`src/rtl/fifo_rd_stream.sv`:
```
// fifo_rd_stream
// Read-side adapter for the synchronous FIFO. It issues rd_en against a
// 3-entry credit and parks returning words in a small circular buffer, then
// presents them as a valid/ready stream. The read strobe depends only on
// registered state plus fifo_empty and flush, never on m_ready.
module fifo_rd_stream #(
   parameter int DATA_W = 8,
   parameter int CNT_W  = 16
) (
   input  logic              clk,
   input  logic              rst_n,
   input  logic              flush,
   input  logic              fifo_empty,
   input  logic [DATA_W-1:0] fifo_dout,
   output logic              fifo_rd_en,
   output logic              m_valid,
   output logic [DATA_W-1:0] m_data,
   input  logic              m_ready,
   output logic [CNT_W-1:0]  xfer_cnt
);

   localparam int DEPTH = 3;

   logic [DATA_W-1:0] r_buf [DEPTH];
   logic [1:0]        r_wp;
   logic [1:0]        r_rp;
   logic [1:0]        r_occ;
   logic              r_inflight;
   logic [CNT_W-1:0]  r_xfer_cnt;

   logic [2:0]        w_credit_used;
   logic              w_rd_en;
   logic              w_capture;
   logic              w_pop;
   logic              w_m_valid;
   logic [1:0]        w_wp_inc;
   logic [1:0]        w_rp_inc;
   logic [DEPTH-1:0]  w_buf_we;
   logic [DATA_W-1:0] w_m_data;

   // Words already buffered plus the one possibly returning from the FIFO.
   assign w_credit_used = {1'b0, r_occ} + {2'b00, r_inflight};

   // Read strobe is forced low during reset and flush.
   assign w_rd_en   = rst_n && !fifo_empty && !flush && (w_credit_used < 3'd3);
   assign w_capture = r_inflight && !flush;
   assign w_m_valid = (r_occ != 2'd0);
   assign w_pop     = w_m_valid && m_ready;

   // Pointers wrap from 2 back to 0.
   assign w_wp_inc = (r_wp == 2'd2) ? 2'd0 : r_wp + 2'd1;
   assign w_rp_inc = (r_rp == 2'd2) ? 2'd0 : r_rp + 2'd1;

   // Per-entry write enables decoded from the write pointer.
   genvar gi;
   generate
      for (gi = 0; gi < DEPTH; gi++) begin : g_we
         assign w_buf_we[gi] = w_capture && (r_wp == 2'(gi));
      end
   endgenerate

   // Buffer storage: cleared on reset, written by the capture strobe.
   always_ff @(posedge clk or negedge rst_n) begin
      if (!rst_n) begin
         for (int i = 0; i < DEPTH; i++) begin
            r_buf[i] <= '0;
         end
      end else begin
         for (int i = 0; i < DEPTH; i++) begin
            if (w_buf_we[i]) begin
               r_buf[i] <= fifo_dout;
            end
         end
      end
   end

   // Pointer, occupancy and in-flight tracking; flush empties everything.
   always_ff @(posedge clk or negedge rst_n) begin
      if (!rst_n) begin
         r_wp       <= 2'd0;
         r_rp       <= 2'd0;
         r_occ      <= 2'd0;
         r_inflight <= 1'b0;
      end else if (flush) begin
         r_wp       <= 2'd0;
         r_rp       <= 2'd0;
         r_occ      <= 2'd0;
         r_inflight <= 1'b0;
      end else begin
         r_inflight <= w_rd_en;
         if (w_capture) begin
            r_wp <= w_wp_inc;
         end
         if (w_pop) begin
            r_rp <= w_rp_inc;
         end
         case ({w_capture, w_pop})
            2'b10:   r_occ <= r_occ + 2'd1;
            2'b01:   r_occ <= r_occ - 2'd1;
            default: r_occ <= r_occ;
         endcase
      end
   end

   // Delivered-word counter; a pop during flush still counts.
   always_ff @(posedge clk or negedge rst_n) begin
      if (!rst_n) begin
         r_xfer_cnt <= '0;
      end else if (w_pop) begin
         r_xfer_cnt <= r_xfer_cnt + 1'b1;
      end
   end

   // Output word selected by the read pointer (only values 0..2 occur).
   always_comb begin
      w_m_data = r_buf[0];
      case (r_rp)
         2'd1:    w_m_data = r_buf[1];
         2'd2:    w_m_data = r_buf[2];
         default: w_m_data = r_buf[0];
      endcase
   end

   assign fifo_rd_en = w_rd_en;
   assign m_valid    = w_m_valid;
   assign m_data     = w_m_data;
   assign xfer_cnt   = r_xfer_cnt;

endmodule

```
`config.mk`:
```
export PLATFORM = sky130hd
export DESIGN_NAME = fifo_rd_stream
export DESIGN_NICKNAME = d
export VERILOG_FILES = /design/src/rtl/fifo_rd_stream.sv
export SDC_FILE = /design/constraint.sdc
export NUM_CORES = 1
export LEC_CHECK = 0
export ABC_AREA = 1
export BUFFER_PORTS_ARGS = -buffer_cell sky130_fd_sc_hd__buf_2
export CAP_MARGIN = 20
export CORE_MARGIN = 2
export CORE_UTILIZATION = 40
export DETAILED_ROUTE_END_ITERATION = 12
export SLEW_MARGIN = 20
export SYNTH_ARGS = -nofsm -noshare
export SYNTH_HDL_FRONTEND = slang
export SYNTH_SLANG_ARGS = --single-unit
```
`constraint.sdc`:
```
create_clock -name clk -period 1.9 [get_ports clk]
set_input_delay 0.285 -clock clk [delete_from_list [all_inputs] [get_ports clk]]
set_output_delay 0.285 -clock clk [all_outputs]
set_load 0.02 [all_outputs]
```
======== Word level (Yosys, flattened, before mapping) ========
Index checks and enable logic that the tools add are counted.
word-level totals
  register bits ........................... 47
  output and inout port bits .............. 26
  bits of input ports ..................... 13
  logic and storage cells ................. 46
cells by class
  multiplexer cells ....................... 10
  equal/unequal tests ..................... 6
  add/subtract/negate cells ............... 6
  $lt $le $gt $ge ......................... 1
  reductions and logical operators ........ 15
operators with widths
  kind                                                         count
  adder 16 x 1 -> 16 bit (second input constant)               1
  case mux 8 bit (2 select lines)                              1
  two-way mux 2 bit                                            7
  logical AND 1 bit                                            8
  adder 2 x 1 -> 2 bit (second input constant)                 3
  equality test 2 x 1 -> 1 bit (second input constant)         3
  equality test 2 bit (second input constant)                  3
  nonzero test 2 bit                                           3
  case mux 2 bit (2 select lines)                              1
  adder 2 x 1 -> 3 bit                                         1
  less-than comparator 3 x 2 -> 1 bit (second input constant)  1
  nonzero test 3 bit                                           1
  logical NOT 1 bit                                            2
  logical NOT 2 bit                                            1
  subtractor 2 x 1 -> 2 bit (second input constant)            1
  two-way mux 1 bit                                            1

======== Longest topological paths before layout ========
Gate-level depths: netlist of the first run.
  depth in word-level cells ............... 5
  depth in mapped cells ................... 8
  depth with buffers taken out ............ 8

======== Worst setup path before layout of the first run ========
Ideal clock, no wire load.
  path type ............................... register to output
  from .................................... register r_occ[0]
  to ...................................... output fifo_rd_en
  arrival time ............................ 2.038 ns
  data required time ...................... 1.615 ns
  buffers on the path ..................... 0
  cell stages (with the launch flop) ...... 4
  path slack .............................. -0.423 ns
  path through ............................ dfrtp_1 > ha_1 > ha_1 > a2111oi_0
between the ends
  word-level cells in the longest chain between the ends .. 3
ends and longest elaborated chain
  item                                 line  source
  from (decl)                          27    logic [1:0] r_occ;
  from (signal assigned)               98    2'b10: r_occ <= r_occ + 2'd1;
  from (signal assigned)               99    2'b01: r_occ <= r_occ - 2'd1;
  from (signal assigned)               100   default: r_occ <= r_occ;
  adder 2 x 1 -> 3 bit                 42    assign w_credit_used = {1'b0, r_occ} + {2'b00, r_inflight};
  less-than comparator 3 x 2 -> 1 bit  45    assign w_rd_en = rst_n && !fifo_empty && !flush && (w_credit_used < 3'd3);
  logical AND 1 bit                    45
  to (decl)                            15    output logic fifo_rd_en,
No other way between the ends.

======== Worst setup path in the final report of the first run ========
  from .................................... register r_inflight
  to ...................................... output fifo_rd_en
between the ends
  word-level cells in the longest chain between the ends .. 3
ends and longest elaborated chain
  item                                 line  source
  from (decl)                          28    logic r_inflight;
  from (signal assigned)               90    r_inflight <= w_rd_en;
  adder 2 x 1 -> 3 bit                 42
  less-than comparator 3 x 2 -> 1 bit  45
  logical AND 1 bit                    45
No other way between the ends.

==> results.cfg, run 1 <==
[sta]
hold_viol_final = 0
grt_setup_unrepaired = true
fin_crit_ns = 1.89
slew_headroom_pct = 60.9
slew_viol_final = 0
finalSetupViolations = 0
skew_ns = 0.00573
fin_crit_sh_pct = 99.6
setup_ws_ns = 0.00732
worstMarginPinSlew_ns = 0.587
max_freq_mhz = 528
hold_ws_ns = 0.103

[finish]
num-fill-cells = 510
final_area_sq_um = 2870
layout.area.seq_sq_um = 1180
final_cells = 377
area.growth.synth_to_final_pct = 29.7
drive_above_1_share_pct = 26.2
multi_input_area_sq_um = 1040
antennaDiodeCount = 0
layout.nets = 323

[routing]
wire_per_inst_um = 13.0
dr.pass1.iters = 4
via_count = 1806
drt_iter0_drc = 52
totalWireLength_um = 4890
ant_nets = 0
via_per_inst = 4.79
drc_errors = 0

[synth]
yosys_most_used_dff = dfrtp_1
yosys-top-cells-area = dfrtp_1 (53%), nand2_1 (12%), o21ai_0 (6.6%), inv_1 (5.1%), xor2_1 (3.6%)
yosys.area.top_type = dfrtp_1
synth_top_family_by_area = simple AND/OR/NAND/NOR gates
ys_seq_elements = 47
synthAdderAreaFrac_pct = 3.39
synth_compound_area_share_pct = 10.1
synth_area_sq_um = 2210
yosysWarningCount = 0
synth_edf_count = 0
yosysMostFrequentCell = nand2_1
yosysUniqueCellTypes = 27
synth_xor_area_share_pct = 4.75
synth_nets = 273
synth_commonest_cells = nand2_1 (68), dfrtp_1 (47), inv_1 (30)
synthArstFlopShare_pct = 100
yosysSeqAreaShare_pct = 53.1
muxShareOfSynthArea_pct = 0
synthesis.instances = 254
syn_avg_cell_area_sq_um = 8.71
synth-simple-area-share_pct = 22.2
yosysTopAreaCellShare_pct = 53.1

[global_routing]
grt_max_degree = 48
grt-ovfl-total = 0
grt_usage_pct = 17.3
antenna_found_initial = 0
grt_pass1_vias = 1792
grt_pass1_wl_um = 8200

[placement]
place_area_sq_um = 2510
dp_slack_ns = 0.127
port_buffers = 38
placed_cells = 362
dpl.hpwl_um = 3230
place.gp.congestion = 0.767

[floorplanning]
rows = 27
die_w_um = 78.4
die_y_um = 78.4
dieArea_sq_um = 6140
core_area_sq_um = 5440
start_util_pct = 40.7
ios = 39

[outcome]
status = finished, final reports clean

[critical_path]
slowest_delay_ns = 0.39
r2r_start = r_occ[0]$_DFFE_PN0P_
cp-start-kind = register
crit_arrival_ns = 1.61
crit_chain = ha_2 -> ha_4 -> a2111oi_4 -> buf_4
crit_path_top_delay_cell = dfrtp_1
path_max_fanout = 2
cp_top_family = adder cells
crit_start = r_inflight$_DFF_PN0_
crit_type = register to primary output
crit_path_end_kind = primary output
ff2ff_setup_slack_ns = 0.29
critPathBufInv = 1
required_ns = 1.62

[clock_network]
cts_tree = built
cts_buffer_depth = 2
clockRootBuffer = clkbuf_8
cts.reportedPaths.clkPinSlew_ns = 0.09
cts_sinks = 47
cts_buffers = 5
worstSkewPairLatency_ns = 0.30
h-tree-depth = 2

[run]
cap_viol_max_count = 0

[pwr]
ir_drop_v = 0.000484
p_leak_uw = 0.00140
pwr_density_cell_nw_per_um2 = 1000

[hold_path]
min_path_type = input port to async pin
## what timing repair did
item                                   CTS  global route
gates resized for setup                 12            17
cloned                                   0             0
endpoints found under the hold margin    0             0
hold buffers                             0             0
setup endpoints to repair                9             9
pin swaps                                4             1
buffers inserted                         6             1
## flip-flops by register name, indices dropped and copies added (netlist names)
name / flops
r_occ: 2
r_buf: 24
r_wp: 2
r_rp: 2
r_inflight: 1
xfer_cnt: 16
## power breakdown
part / switching [uW] / leakage (uW) / internal, uW / total (uW)
clock: 332 / 0.0000654 / 526 / 858
sequential: 101 / 0.000621 / 1130 / 1230
combinational: 457 / 0.000718 / 333 / 790
## per-stage QoR
| stage | total power (uW) | TNS, ns | utilization [%] |
|---|---|---|---|
| floorplan | 1640 | 0 | - |
| global placement | 1850 | 0 | 46.1 |
| detailed placement | 1870 | 0 | 46.1 |
| CTS | 2780 | 0 | 50.6 |
| global route | 3040 | -0.0586 | 52.8 |
| finish | 2870 | 0 | 52.8 |
## final cells by class
type / instances / area share (%)
clock buffers: 6 / 2.53
clock inverters: 2 / 2.09
inverters: 30 / 3.92
multi-input cells: 170 / 36.3
flip-flops and latches: 47 / 41.0
well taps: 72 / 3.14
repair buffers: 50 / 11.1
## path summary, 6_finish.rpt
path,end,depth (start not counted)
hold reg to reg,r_buf[7]$_DFFE_PN0P_,2
min in group clk,r_inflight$_DFF_PN0_,2
hold / removal,xfer_cnt[2]$_DFFE_PN0P_,2
setup / recovery,fifo_rd_en,4
setup reg to reg,r_occ[0]$_DFFE_PN0P_,6
max in group asynchronous,r_buf[8]$_DFFE_PN0P_,2
## routing by layer
metal,wire [um],global-route usage [%],share of wire [%],up-vias
met5,0,0,0,-
met1,2330,21.4,48,852
met2,2290,30.3,47,39
met4,44,4.56,0.90,0
met3,225,4.02,4.6,5
li1,-,-,-,910
## kinds of logic (layout without fill, tap and decap cells)
family	after synthesis	count (layout)
AO/OA/AOI/OAI	41	41
AND/OR/NAND/NOR	111	111
adder cells (fa/ha/maj)	6	6
buffers and inverters	37	88
flip-flops	47	47
XOR/XNOR	12	12
## cell usage in the layout, fill, tap and decap left out, drive strengths merged
master	n
ha	6
nand2	69
xor2	9
or2	1
or3	1
dfrtp	47
nand3	13
a21oi	1
inv	30
a2111oi	2
xnor2	3
nor3	2
nor2	22
o21ai	30
a31oi	8
nand3b	1
bufinv	2
buf	50
clkbuf	6
nand4	2
No activity file was read; power rests on OpenSTA's default activity.
==> run 2: changes to the inputs <==
SKIP_CTS_REPAIR_TIMING = 1   (was default)
clock period = 2.1 ns   (was 1.9 ns; I/O delays follow)
==> run 2 against run 1 <==
Sequential share of layout area up 3.1 points; largest cell class unchanged; core utilization is 3.7 points lower; critical path type unchanged; critical endpoint unchanged; count of clock-buffer cells in the layout unchanged; via count down 1.7%; worst hold slack improved by 0.040 ns; non-clock buffer count decreased by 9.
==> results.cfg, run 2 (synthesized netlist as in run 1, its figures left out) <==
[outcome]
status = finished, final reports clean

[clock_network]
worstSkewPairLatency_ns = 0.30
cts_sinks = 47
cts.reportedPaths.clkPinSlew_ns = 0.09
cts_buffers = 5
h-tree-depth = 2
clockRootBuffer = clkbuf_8
cts_buffer_depth = 2
cts_tree = built

[finish]
post-route-util_pct = 49.1
drive_above_1_share_pct = 21.3
layout_common_cells = nand2_1 (68), dfrtp_1 (46), buf_2 (37)
layout_commonest_cell = nand2_1
largest-register = r_buf
antennaDiodeCount = 0
final_area_sq_um = 2670
largest_reg_flops = 24
area.growth.synth_to_final_pct = 20.6
layout.nets = 314
final_cells = 368

[pwr]
ir_drop_v = 0.000396
clockPowerShare_pct = 31.6
fin_total_pwr_uw = 2470
sequentialPowerShare_pct = 45.1
intPower_uw = 1710
power_frac_comb_pct = 23.3
power_switching_uw = 758
swShare_pct = 30.7
p_leak_uw = 0.00134
pwr_density_cell_nw_per_um2 = 924

[global_routing]
grt-ovfl-total = 0
grt_max_degree = 48
grt_pass1_wl_um = 7560
grt_usage_pct = 15.9
antenna_found_initial = 0
grt_pass1_vias = 1638

[routing]
via_count = 1775
drc_errors = 0
via_per_inst = 4.82
dr.pass1.iters = 4
drt_iter0_drc = 93
totalWireLength_um = 4500
ant_nets = 0
wire_per_inst_um = 12.2

[critical_path]
r2r_start = r_inflight$_DFF_PN0_
r2r_cells = 4
worst-path-stages = 4
crit_type = register to primary output
crit_path_top_delay_cell = dfrtp_2
critPathBufInv = 1
path_max_fanout = 4
ff2ff_setup_slack_ns = 0.57
crit_chain = ha_1 -> ha_4 -> a2111oi_4 -> buf_4
r2r-end = r_buf[10]$_DFFE_PN0P_
cp_top_family = adder cells
crit_path_end_kind = primary output
slowest_delay_ns = 0.43
crit_arrival_ns = 1.64
cp-start-kind = register
required_ns = 1.78

[sta]
slew_headroom_pct = 58.8
hold_viol_final = 0
setup_ws_ns = 0.144
max_freq_mhz = 511
fin_crit_ns = 1.96
worstMarginPinSlew_ns = 0.616
grt_setup_unrepaired = false
fin_crit_sh_pct = 93.1
slew_viol_final = 0
skew_ns = 0.00423
finalSetupViolations = 0

[placement]
dp_slack_ns = 0.284
place.gp.congestion = 0.767
port_buffers = 38
placed_cells = 358
dpl.hpwl_um = 3060
place_area_sq_um = 2480

[floorplanning]
die_w_um = 78.4
core_area_sq_um = 5440
rows = 27
ios = 39
die_y_um = 78.4
dieArea_sq_um = 6140
start_util_pct = 40.7

[hold_path]
min_path_type = input port to async pin

[run]
cap_viol_max_count = 0
run 2: power groups by stage:
stage | combinational (uW) | sequential, uW | clock, uW
3_3_place_gp | 536 | 1130 | 0
4_1_cts | 550 | 1120 | 800
6_report | 574 | 1110 | 779
2_1_floorplan | 315 | 1170 | 0
5_1_grt | 640 | 1130 | 844
3_5_place_dp | 548 | 1130 | 0
run 2: worst max path at each step:
stage | end | start
after floorplan | fifo_rd_en | r_occ[0]$_DFFE_PN0P_
after global placement | fifo_rd_en | r_occ[0]$_DFFE_PN0P_
after detailed placement | fifo_rd_en | r_occ[0]$_DFFE_PN0P_
after CTS | m_data[2] | r_rp[0]$_DFFE_PN0P_
after global routing | m_data[5] | r_rp[0]$_DFFE_PN0P_
final | fifo_rd_en | r_occ[0]$_DFFE_PN0P_
run 2: worst reg2reg max path, cell delays in order, from the launching register on:
cell	delay (ns)
dfrtp_1	0.36
inv_1	0.06
nor2_2	0.16
nand3_1	0.48
o21ai_0	0.38
run 2: routing by layer:
metal	global-route usage [%]	up-vias	part of all wire, %
met5	0	-	0
met4	7.19	0	2.1
met3	3.79	9	4.6
met2	25.8	44	48
met1	20.1	826	45
li1	-	896	-
run 2: layout make-up:
class | count | area, sq um
well taps | 72 | 90.1
clock inverters | 2 | 60.1
repair buffers | 41 | 215
inverters | 30 | 113
clock buffers | 6 | 72.6
fillers | 543 | 2770
multi-input cells | 170 | 942
flip-flops and latches | 47 | 1180
run 2: through the flow:
stage,setup TNS [ns],hold slack (ns)
floorplan,0,0.0194
global placement,0,0.467
finish,0,0.143
detailed placement,0,0.474
CTS,-0.249,0.162
global route,0,0.182
